[config.mk]
export PLATFORM = sky130hd
export DESIGN_NAME = mode_count_ctrl
export DESIGN_NICKNAME = d
export VERILOG_FILES = /design/src/rtl/mode_count_pkg.sv /design/src/rtl/step_addsub.sv /design/src/rtl/mode_count_ctrl.sv
export SDC_FILE = /design/constraint.sdc
export NUM_CORES = 1
export LEC_CHECK = 0
export CELL_PAD_IN_SITES_DETAIL_PLACEMENT = 0
export CELL_PAD_IN_SITES_GLOBAL_PLACEMENT = 1
export CORE_ASPECT_RATIO = 0.7
export CORE_MARGIN = 8
export CORE_UTILIZATION = 38
export CTS_CLUSTER_DIAMETER = 80
export CTS_CLUSTER_SIZE = 14
export DETAILED_ROUTE_END_ITERATION = 16
export GPL_ROUTABILITY_DRIVEN = 0
export PLACE_DENSITY_LB_ADDON = 0.1
export REMOVE_ABC_BUFFERS = 1
export SLEW_MARGIN = 25
export SYNTH_ARGS = -nofsm -noshare
export SYNTH_HDL_FRONTEND = slang
export SYNTH_HIERARCHICAL = 1
export SYNTH_SLANG_ARGS = --single-unit
export TNS_END_PERCENT = 1
[constraint.sdc]
create_clock -name CLK -period 3.3 [get_ports CLK]
set_clock_uncertainty 0.2 [all_clocks]
set_input_delay 0.66 -clock CLK [delete_from_list [all_inputs] [get_ports CLK]]
set_output_delay 0.66 -clock CLK [all_outputs]
set_load 0.01 [all_outputs]
[src/rtl/mode_count_pkg.sv]
// Shared mode codes and FSM state encoding for the mode-controlled counter.
package mode_count_pkg;

   localparam logic [1:0] MODE_CLEAR = 2'b00;
   localparam logic [1:0] MODE_UP    = 2'b01;
   localparam logic [1:0] MODE_DOWN  = 2'b10;
   localparam logic [1:0] MODE_LOAD  = 2'b11;

   typedef enum logic [2:0] {
      ST_IDLE   = 3'd0,
      ST_UP     = 3'd1,
      ST_DOWN   = 3'd2,
      ST_LOADED = 3'd3,
      ST_HOLD   = 3'd4
   } state_t;

endpackage

[src/rtl/step_addsub.sv]
// Combinational add/subtract of a zero-extended step, with carry/borrow
// reported as overflow and optional clamping.
module step_addsub #(
   parameter int WIDTH  = 32,
   parameter int STEP_W = 4,
   parameter int SAT    = 0
) (
   input  logic [WIDTH-1:0]  operand,
   input  logic [STEP_W-1:0] step,
   input  logic              down,
   output logic [WIDTH-1:0]  result,
   output logic              overflow
);

   logic [WIDTH:0] ext_op;
   logic [WIDTH:0] ext_step;
   logic [WIDTH:0] raw;

   assign ext_op   = {1'b0, operand};
   assign ext_step = (WIDTH+1)'(step);
   // The extra top bit is the carry on add and the borrow on subtract.
   assign raw      = down ? (ext_op - ext_step) : (ext_op + ext_step);
   assign overflow = raw[WIDTH];

   always_comb begin
      result = raw[WIDTH-1:0];
      if ((SAT != 0) && overflow)
         result = down ? '0 : '1;
   end

endmodule

[src/rtl/mode_count_ctrl.sv]
// Mode-controlled counter: clear/up/down/load decode, activity FSM,
// terminal-count and mode-change pulses, and an led slice of the count.
module mode_count_ctrl
   import mode_count_pkg::*;
#(
   parameter int WIDTH   = 32,
   parameter int STEP_W  = 4,
   parameter int LED_W   = 8,
   parameter int LED_LSB = 16,
   parameter int SAT     = 0
) (
   input  logic              CLK,
   input  logic              RST,
   input  logic              enable,
   input  logic [1:0]        value,
   input  logic [STEP_W-1:0] step,
   input  logic [WIDTH-1:0]  load_data,
   output logic [WIDTH-1:0]  count,
   output logic [LED_W-1:0]  led,
   output logic [2:0]        state,
   output logic              tc,
   output logic              mode_change
);

   state_t           state_q, state_d;
   logic [WIDTH-1:0] count_q, count_d;
   logic [WIDTH-1:0] arith;
   logic             ovf;
   logic             tc_d;

   step_addsub #(
      .WIDTH  (WIDTH),
      .STEP_W (STEP_W),
      .SAT    (SAT)
   ) u_addsub (
      .operand  (count_q),
      .step     (step),
      .down     (value == MODE_DOWN),
      .result   (arith),
      .overflow (ovf)
   );

   always_comb begin
      state_d = state_q;
      count_d = count_q;
      tc_d    = 1'b0;
      if (enable) begin
         case (value)
            MODE_CLEAR: begin
               count_d = '0;
               state_d = ST_IDLE;
            end
            MODE_UP: begin
               count_d = arith;
               tc_d    = ovf;
               state_d = ST_UP;
            end
            MODE_DOWN: begin
               count_d = arith;
               tc_d    = ovf;
               state_d = ST_DOWN;
            end
            MODE_LOAD: begin
               count_d = load_data;
               state_d = ST_LOADED;
            end
         endcase
      end else if (state_q != ST_IDLE) begin
         state_d = ST_HOLD;
      end
   end

   always_ff @(posedge CLK or posedge RST) begin
      if (RST) state_q <= ST_IDLE;
      else     state_q <= state_d;
   end

   always_ff @(posedge CLK or posedge RST) begin
      if (RST) begin
         count_q     <= '0;
         tc          <= 1'b0;
         mode_change <= 1'b0;
      end else begin
         count_q     <= count_d;
         tc          <= tc_d;
         mode_change <= (state_d != state_q);
      end
   end

   assign count = count_q;
   assign led   = count_q[LED_LSB+LED_W-1:LED_LSB];
   assign state = state_q;

endmodule

==> out/metrics.yaml, run 1 <==
rsz0062_at_grt: "true"
clk_path_buf_depth: 2
fin_max_slew_vios: 0
synth_cell_type_count: 62
via_count_of_the_first_global_routing_pass: 4689
clock_sink_total: 37
worst_path_largest_cell_delay_ns: 0.41
ant_nets: 0
tritoncts: "built"
cts_root_buffer: "clkbuf_16"
worstSetupStartpoint: "step[0]"
synth_warnings: 6
cts.hold.buffers_added: 0
initial_core_utilization_pct: 38.6
crit_path_max_fanout: 3
synthCells: 496
syn_avg_cell_area_um2: 7.96
sequential_fraction_of_the_synthesis_area_pct: 23.5
setup_ws_ns: -0.0614
cts_inserted_buffers: 5
syn2layout_area_growth_pct: 62.3
layout.cells.most_common: "buf_4"
totalWireLength_um: 15000
clk_pin_slew_worst_paths_ns: 0.06
min_from: "count[0]"
ir_worst_vdd_uv: 280
totalNegativeSetupSlack_ns: -0.109
drive_above_1_share_pct: 33.0
final_period_minus_worst_setup_slack_ns: 3.36
worst_r2r_path_depth: 11
io-pin-count: 86
p_leak_nw: 2.84
timing.rr.start: "count[0]"
worstPathCellList: "buf_6 -> inv_2 -> ha_4 -> mux2_4 -> buf_4 -> fa_2 -> nor2b_4 -> o211ai_1 -> a21oi_4 -> o2111ai_2 -> buf_4 -> a2111o_1 -> o211ai_1 -> and3_1"
antennaDiodeCount: 0
grt_start_max_net_pins: 38
worstSetupStartpointType: "input pin"
most_frequently_used_flop_master_after_synthesis: "dfrtp_1"
h-tree-depth: 2
clock_insertion_delay_worst_skew_ns: 0.29
global_route_wire_length_before_repair_um: 24200
overflow: 0
die-height_um: 101
vias_per_cell: 5.43
io_buffers: 85
dieArea_um2: 14000
synth_enable_flop_cells: 0
post-route-period-util_pct: 102
dpl.hpwl_um: 11300
post_place_cell_area_um2: 5740
crit-reg2reg-capture: "tc"
drt_pre_antenna_iters: 4
path_class: "in -> reg"
failing_checks: "negative setup slack"
worst_hold_path_type: "reg -> reg"
min_path_cells: 2
drc: 0
fin_area_um2: 6410
worst_pin_slew_ns: 0.537
antenna_found_initial: 0
power_per_cell_area_nw_per_um2: 486
final.fill_count: 903
run_status: "complete, but fails checks"
timing.critical_path.required_ns: 3.32
number_of_maximum_capacitance_constraint_violations: 0
slowest_stage_cell_crit_path: "fa_2"
worst-endpoint-arrival_ns: 3.38
worst_slew_margin_rel_pct: 64.1
clock.fmax_mhz: 297
final_nets: 771
mostFrequentLayoutCells: "buf_4, clkdlybuf4s50_1, inv_1"
endpoint_kind: "register"
whs_endpoint: "count[0]"
synth-async-reset-ratio_pct: 100
detailroute.via_count: 4473
final_hold_viol_count: 0
drt_first_iter_violations: 254
place_ws_ns: -1.09
synth.ff_latch_count: 37
avgRoutedWirePerCell_um: 18.2
die_w_um: 138
grtUsageTotal_pct: 21.8
setup_viol: 3
worst-r2r-setup-slack_ns: 0.49
row_count: 31
core-area_um2: 10200
synth.cell_area_um2: 3950
[cells in the mapped netlist (5+ instances only)]
library cell | number | area share, %
o21ai_0 | 14 | 1.8
o211ai_1 | 7 | 1.3
nand3_1 | 9 | 1.1
ha_1 | 39 | 12
o22ai_1 | 33 | 5.2
o21a_1 | 9 | 1.7
a21oi_1 | 32 | 4.1
nor2_1 | 36 | 3.4
dfrtp_1 | 37 | 23
a22oi_1 | 33 | 6.3
inv_1 | 49 | 4.7
nand2_1 | 29 | 2.8
buf_4 | 9 | 1.7
clkbuf_1 | 12 | 1.1
nor3_1 | 7 | 0.89
o21ai_1 | 6 | 0.76
xnor2_1 | 14 | 3.1
and2_1 | 6 | 0.95
and3_1 | 5 | 0.79
buf_2 | 18 | 2.3
xor2_1 | 11 | 2.4
nand4_1 | 8 | 1.3
[final cells by class]
| class | instances | area [um^2] | share of cell area (%) |
|---|---|---|---|
| clock inverters | 3 | 65.1 | 1.02 |
| clock buffers | 5 | 125 | 1.95 |
| repair buffers | 227 | 1930 | 30.2 |
| well taps | 132 | 165 | 2.58 |
| inverters | 49 | 186 | 2.91 |
| flip-flops and latches | 37 | 926 | 14.4 |
| multi-input cells | 370 | 3010 | 46.9 |
[flip-flops by register name, indices dropped and copies added (netlist names)]
name	flops
tc	1
count	32
mode_change	1
state	3
[how the worst max path moves through the flow]
stage,to,cells after the start
after global placement,tc,14
after CTS,count[25],12
final,tc,14
after floorplan,count[25],11
after detailed placement,tc,14
after global routing,tc,14
[worst max-delay path, delay by kind of cell]
family	cells	cell delay (ns)
adders and majority gates	2	0.60
AOI/OAI and AO/OA	5	1.04
buffers and inverters	4	0.47
and+or+nand+nor	2	0.32
muxes	1	0.27
[kinds of logic (layout without fill, tap and decap cells)]
kind of cell / count (synthesis) / after routing / share of synthesized area, %
buffers and inverters: 89 / 284 / 10.1
adders and majority gates: 40 / 40 / 12.9
AOI/OAI and AO/OA: 177 / 177 / 31.0
xor gates and xnor gates: 25 / 25 / 5.55
and+or+nand+nor: 122 / 122 / 15.3
DFF: 37 / 37 / 23.5
muxes: 6 / 6 / 1.74
[stage by stage]
stage | util, % | total power [mW] | hold slack (ns) | instances
2_1_floorplan | - | 1.45 | 0.362 | 456
3_3_place_gp | 56.0 | 2.24 | 0.338 | 803
3_5_place_dp | 56.0 | 2.26 | 0.345 | 803
4_1_cts | 62.0 | 3.07 | 0.358 | 823
5_1_grt | 62.6 | 3.32 | 0.389 | 823
6_report | 62.6 | 3.11 | 0.359 | 823
[per-layer routing]
metal / up-vias / track usage [%] / part of all wire, %
met2: 137 / 32.4 / 42
met5: - / 0 / 0
met4: 0 / 3.05 / 0.41
li1: 2201 / - / -
met3: 7 / 6.84 / 8.7
met1: 2128 / 30.7 / 49
[report_power, final]
part	total [mW]	leakage, nW	internal, mW	switching [mW]
Combinational	1.83	2.26	0.972	0.858
Clock	0.645	0.0938	0.432	0.213
Sequential	0.640	0.483	0.534	0.106
Total	3.11	2.84	1.94	1.18
[what timing repair did]
action                                  CTS  global route
resized for setup                        89            13
gates cloned                              0             0
setup buffers                            13             0
pin swaps                                33             9
endpoints found under the setup margin   28            21
(Power assumes the default switching activity.)
==> inputs of run 2 (changes only) <==
--- a/config.mk
+++ b/config.mk
@@ -5,16 +5,13 @@
 export SDC_FILE = /design/constraint.sdc
 export NUM_CORES = 1
 export LEC_CHECK = 0
-export CELL_PAD_IN_SITES_DETAIL_PLACEMENT = 0
-export CELL_PAD_IN_SITES_GLOBAL_PLACEMENT = 1
 export CORE_ASPECT_RATIO = 0.7
 export CORE_MARGIN = 8
-export CORE_UTILIZATION = 38
+export CORE_UTILIZATION = 50
 export CTS_CLUSTER_DIAMETER = 80
 export CTS_CLUSTER_SIZE = 14
 export DETAILED_ROUTE_END_ITERATION = 16
-export GPL_ROUTABILITY_DRIVEN = 0
-export PLACE_DENSITY_LB_ADDON = 0.1
+export PLACE_DENSITY = 0.79
 export REMOVE_ABC_BUFFERS = 1
 export SLEW_MARGIN = 25
 export SYNTH_ARGS = -nofsm -noshare
==> out/metrics.yaml, run 2 (same netlist as run 1, synthesis figures left out) <==
min_path_cells: 2  # unchanged
slowest_stage_cell_crit_path: "or2_4"
timing.rr.start: "count[0]"
row_count: 27  # -13%
dieArea_um2: 11000  # -21%
rsz0062_at_grt: "true"
tritoncts: "built"
core-area_um2: 7770  # -24%
clk_path_buf_depth: 2  # unchanged
clk_pin_slew_worst_paths_ns: 0.06  # about the same
avgRoutedWirePerCell_um: 22.8  # +25%
setup_viol: 10  # +7
via_count_of_the_first_global_routing_pass: 4888  # +4.2%
whs_endpoint: "count[24]"
final_period_minus_worst_setup_slack_ns: 3.41  # +0.0498 ns
drt_first_iter_violations: 701  # +180%
ant_nets: 0  # unchanged
detailroute.via_count: 5253  # +17%
grt_start_max_net_pins: 38  # unchanged
worst_r2r_path_depth: 12  # +1
worst_path_largest_cell_delay_ns: 0.33  # -0.08 ns
grtUsageTotal_pct: 29.4  # +7.6 points
drt_pre_antenna_iters: 7  # +3
run_status: "complete, but fails checks"
number_of_maximum_capacitance_constraint_violations: 0  # unchanged
totalNegativeSetupSlack_ns: -0.528  # -0.419 ns
clock_sink_total: 37  # unchanged
final_hold_viol_count: 0  # unchanged
p_sw_share_pct: 41.4  # +3.6 points
fin_max_slew_vios: 0  # unchanged
vias_per_cell: 6.52  # +20%
cts_inserted_buffers: 5  # unchanged
p_int_mw: 1.86  # -4.2%
totalWireLength_um: 18400  # +22%
power.share.combinational_pct: 64.4  # +5.7 points
initial_core_utilization_pct: 50.8  # +12 points
io_buffers: 85  # unchanged
worst-endpoint-arrival_ns: 3.42  # +0.04 ns
layout.cells.most_common: "buf_4"
cts.hold.buffers_added: 0  # unchanged
most_frequent_cp_cell: "ha_4"
min_from: "count[24]"
crit_path_max_fanout: 5  # +2
largest_register_ffs: 32  # unchanged
drc: 0  # unchanged
setup_ws_ns: -0.111  # -0.0498 ns
path_class: "in -> reg"
io-pin-count: 86  # unchanged
seq_power_share_pct: 20.1  # -0.4 points
clock_insertion_delay_worst_skew_ns: 0.29  # about the same
dp_cells: 779  # -3.0%
timing.critical_path.required_ns: 3.31  # about the same
worstSetupStartpointType: "input pin"
cts_root_buffer: "clkbuf_16"
die_w_um: 122  # -11%
power_frac_clock_pct: 15.5  # -5.2 points
h-tree-depth: 2  # unchanged
endpoint_kind: "register"
die-height_um: 90.3  # -11%
antennaDiodeCount: 0  # unchanged
post-route-period-util_pct: 103  # +1.5 points
final_nets: 785  # +1.8%
netSwitchingPower_mw: 1.31  # +11%
worst-r2r-setup-slack_ns: 0.32  # -0.17 ns
overflow: 0  # unchanged
routability_congestion_estimate_from_global_placement: 0.993
clock.fmax_mhz: 293  # -1.5%
worstPathCellList: "buf_2 -> inv_1 -> ha_4 -> or2_4 -> ha_4 -> a21oi_2 -> o211a_1 -> nor3_4 -> o2111ai_4 -> and3_4 -> a311oi_4 -> a22oi_1 -> o22ai_1"
final_cells: 806  # -2.1%
crit-reg2reg-capture: "count[28]"
antenna_found_initial: 0  # unchanged
worst_pin_slew_ns: 0.820  # +0.283 ns
worst_slew_margin_rel_pct: 45.2  # -19 points
power_per_cell_area_nw_per_um2: 484  # -0.37%
dpl.hpwl_um: 11900  # +4.9%
p_leak_nw: 2.94  # +3.6%
drive_above_1_share_pct: 34.9  # +1.9 points
worst_hold_path_type: "reg -> reg"
syn2layout_area_growth_pct: 65.7
failing_checks: "negative setup slack"
ir_worst_vdd_uv: 285  # +1.7%
mostFrequentLayoutCells: "buf_4, clkdlybuf4s50_1, inv_1"
global_route_wire_length_before_repair_um: 26200  # +8.3%
run 2: cell count changes in the layout (fill, tap and decap cells not counted), sizes merged:
cell,change
buf,+15
bufinv,-2
clkinv,+1
run 2: metal layers:
layer / track usage [%] / wire length (um)
met1: 36.8 / 6960
met3: 7.43 / 2100
met2: 47.6 / 8310
met4: 10.1 / 931
met5: 0 / 50
run 2: stage by stage:
stage | hold slack, ns | utilization (%) | power [mW] | instance area [um^2] | worst slack, ns
global placement | 0.333 | 74.0 | 2.27 | 5750 | -0.919
global route | 0.394 | 84.2 | 3.31 | 6540 | -0.198
floorplan | 0.362 | - | 1.45 | 3730 | -0.353
finish | 0.371 | 84.2 | 3.17 | 6540 | -0.111
detailed placement | 0.347 | 74.0 | 2.32 | 5750 | -1.03
CTS | 0.363 | 79.9 | 2.92 | 6210 | -0.00322
run 2: what timing repair did:
item	in CTS	in global routing
resized for setup	85	51
setup buffers	6	13
cloned	0	0
pin swaps	24	37
endpoints found under the setup margin	28	20
run 2: power by group through the flow:
stage               clock, mW  combinational [mW]  sequential [mW]
global route            0.514                2.15            0.645
global placement            0                1.65            0.623
CTS                     0.490                1.80            0.628
finish                  0.491                2.04            0.637
detailed placement          0                1.70            0.627
floorplan                   0               0.792            0.654
run 2: layout make-up:
cell class	instances	area, um^2
clock inverters	2	10.0
inverters	49	194
repair buffers	241	2080
well taps	101	126
flip-flops and latches	37	926
clock buffers	6	129
multi-input cells	370	3080
fillers	459	1230
run 2: worst max path at each step:
stage / start / to / slack [ns] / cells past startpoint
4_1_cts: step[0] / count[25] / -0.003 / 14
6_report: step[3] / count[28] / -0.11 / 13
5_1_grt: step[0] / count[31] / -0.20 / 15
3_5_place_dp: value[0] / count[21] / -1.03 / 15
3_3_place_gp: value[0] / count[21] / -0.92 / 15
2_1_floorplan: value[0] / count[25] / -0.35 / 11
run 2: worst max-delay path: cells and delay by family:
kind                     cells  cell delay [ns]
adder cells (fa/ha/maj)      2             0.51
AND/OR/NAND/NOR              3             0.88
AO/OA/AOI/OAI                6             1.13
buffers and inverters        2             0.22
==> inputs of run 3 (changes only) <==
--- a/config.mk
+++ b/config.mk
@@ -5,13 +5,16 @@
 export SDC_FILE = /design/constraint.sdc
 export NUM_CORES = 1
 export LEC_CHECK = 0
+export ABC_CLOCK_PERIOD_IN_PS = 3300
+export CELL_PAD_IN_SITES_DETAIL_PLACEMENT = 1
+export CELL_PAD_IN_SITES_GLOBAL_PLACEMENT = 1
 export CORE_ASPECT_RATIO = 0.7
 export CORE_MARGIN = 8
-export CORE_UTILIZATION = 50
+export CORE_UTILIZATION = 38
 export CTS_CLUSTER_DIAMETER = 80
 export CTS_CLUSTER_SIZE = 14
 export DETAILED_ROUTE_END_ITERATION = 16
-export PLACE_DENSITY = 0.79
+export PLACE_DENSITY_LB_ADDON = 0.1
 export REMOVE_ABC_BUFFERS = 1
 export SLEW_MARGIN = 25
 export SYNTH_ARGS = -nofsm -noshare
==> out/metrics.yaml, run 3 (same netlist as run 1, synthesis figures left out) <==
run_status: "complete, but fails checks"
failing_checks: "negative setup slack"
crit-reg2reg-capture: "tc"
drt_pre_antenna_iters: 5  # -2
worst-r2r-setup-slack_ns: 0.33  # about the same
largest_register_ffs: 32  # unchanged
path_class: "in -> reg"
clock_insertion_delay_worst_skew_ns: 0.29  # about the same
worst_pin_slew_ns: 0.545  # -0.275 ns
vias_per_cell: 6.04  # -7.4%
final_nets: 774  # -1.4%
timing.rr.start: "count[0]"
hold_ws_ns: 0.365  # -0.00581 ns
number_of_maximum_capacitance_constraint_violations: 0  # unchanged
row_count: 31  # +15%
grt_start_max_net_pins: 38  # unchanged
global_route_wire_length_before_repair_um: 30800  # +18%
tritoncts: "built"
clock.fmax_mhz: 284  # -3.0%
mostFrequentLayoutCells: "buf_4, clkdlybuf4s50_1, inv_1"
place_ws_ns: -1.08  # -0.0558 ns
detailroute.via_count: 4985  # -5.1%
final_hold_viol_count: 0  # unchanged
p_leak_nw: 2.90  # -1.5%
clock_sink_total: 37  # unchanged
ant_nets: 0  # unchanged
io_buffers: 85  # unchanged
overflow: 0  # unchanged
setup_ws_ns: -0.215  # -0.104 ns
ir_worst_vdd_uv: 295  # +3.6%
setup_viol: 17  # +7
die_w_um: 138  # +13%
fin_max_slew_vios: 0  # unchanged
drt_first_iter_violations: 362  # -48%
worstSetupStartpoint: "step[0]"
antennaDiodeCount: 0  # unchanged
io-pin-count: 86  # unchanged
routability_congestion_estimate_from_global_placement: 0.898  # -9.6%
totalWireLength_um: 20200  # +9.9%
grtUsageTotal_pct: 28.5  # -0.81 points
crit_path_max_fanout: 7  # +2
avgRoutedWirePerCell_um: 24.4  # +7.3%
antenna_found_initial: 0  # unchanged
cts_inserted_buffers: 5  # unchanged
dieArea_um2: 14000  # +26%
endpoint_kind: "register"
syn2layout_area_growth_pct: 66.8
timing.critical_path.required_ns: 3.31  # about the same
drive_above_1_share_pct: 35.4  # +0.55 points
die-height_um: 101  # +12%
h-tree-depth: 2  # unchanged
final_period_minus_worst_setup_slack_ns: 3.52  # +0.104 ns
worst_r2r_path_depth: 11  # -1
clk_path_buf_depth: 2  # unchanged
rsz0062_at_grt: "true"
worst-endpoint-arrival_ns: 3.52  # +0.10 ns
worstSetupStartpointType: "input pin"
power_per_cell_area_nw_per_um2: 505  # +4.2%
layout.cells.most_common: "buf_4"
cts_root_buffer: "clkbuf_16"
drc: 0  # unchanged
dpl.hpwl_um: 13100  # +11%
core-area_um2: 10200  # +32%
worst_slew_margin_rel_pct: 63.6  # +18 points
via_count_of_the_first_global_routing_pass: 5534  # +13%
crit_path_end: "count[29]"
min_path_cells: 2  # unchanged
initial_core_utilization_pct: 38.6  # -12 points
worst_hold_path_type: "reg -> reg"
post-route-period-util_pct: 107  # +3.2 points
clk_pin_slew_worst_paths_ns: 0.07  # about the same
-- run 3: repair_timing --
action                                  4_1_cts  5_1_grt
buffers inserted                             13        3
resized for setup                           103       32
hold buffers                                  0        0
pin swaps                                    31       19
endpoints found under the setup margin       28       23
-- run 3: worst min-delay path by stage --
stage                   start        end  slack [ns]
finish              count[30]  count[30]        0.37
global route         count[3]   count[3]        0.40
CTS                 count[30]  count[30]        0.37
detailed placement  count[30]  count[30]        0.36
global placement     state[2]   state[2]        0.33
floorplan            state[2]   state[2]        0.36
-- run 3: stage by stage --
stage | total power, mW | instances | TNS (ns) | utilization (%) | instance area (um^2)
3_5_place_dp | 2.31 | 802 | -23.13 | 56.0 | 5730
3_3_place_gp | 2.24 | 802 | -20.47 | 56.0 | 5730
6_report | 3.32 | 826 | -1.33 | 64.3 | 6590
5_1_grt | 3.48 | 826 | -2.73 | 64.3 | 6590
2_1_floorplan | 1.45 | 456 | -2.47 | - | 3730
4_1_cts | 3.16 | 823 | -0.290 | 62.7 | 6420
-- run 3: final cells by class --
| cell class | count | area [um^2] |
|---|---|---|
| inverters | 49 | 194 |
| clock inverters | 3 | 65.1 |
| flip-flops and latches | 37 | 926 |
| multi-input cells | 370 | 3130 |
| repair buffers | 230 | 1980 |
| well taps | 132 | 165 |
| clock buffers | 5 | 125 |
| fillers | 1165 | 3650 |
-- run 3: critical path: stages --
cell and delay (ns):
buf_6 0.10, inv_4 0.04, ha_4 0.17, a21o_1 0.24, buf_6 0.18, buf_4 0.15, ha_1 0.43, and3_1 0.31
nand2_1 0.12, nor3_1 0.31, nor2_1 0.09, mux2_4 0.29, nor3b_4 0.20, a22oi_1 0.09, o22ai_1 0.14
-- run 3: power breakdown --
part | leakage [nW] | switching [mW] | internal [mW]
clock | 0.0938 | 0.214 | 0.432
sequential | 0.483 | 0.115 | 0.534
combinational | 2.32 | 1.01 | 1.02
total | 2.90 | 1.34 | 1.99
-- run 3: metal layers --
layer / vias to the layer above / part of all wire (%) / GRT usage [%]
li1: 2213 / - / -
met2: 249 / 46 / 46.2
met5: - / 0 / 0
met3: 55 / 7.3 / 5.70
met1: 2468 / 43 / 36.8
met4: 0 / 3.1 / 10.7
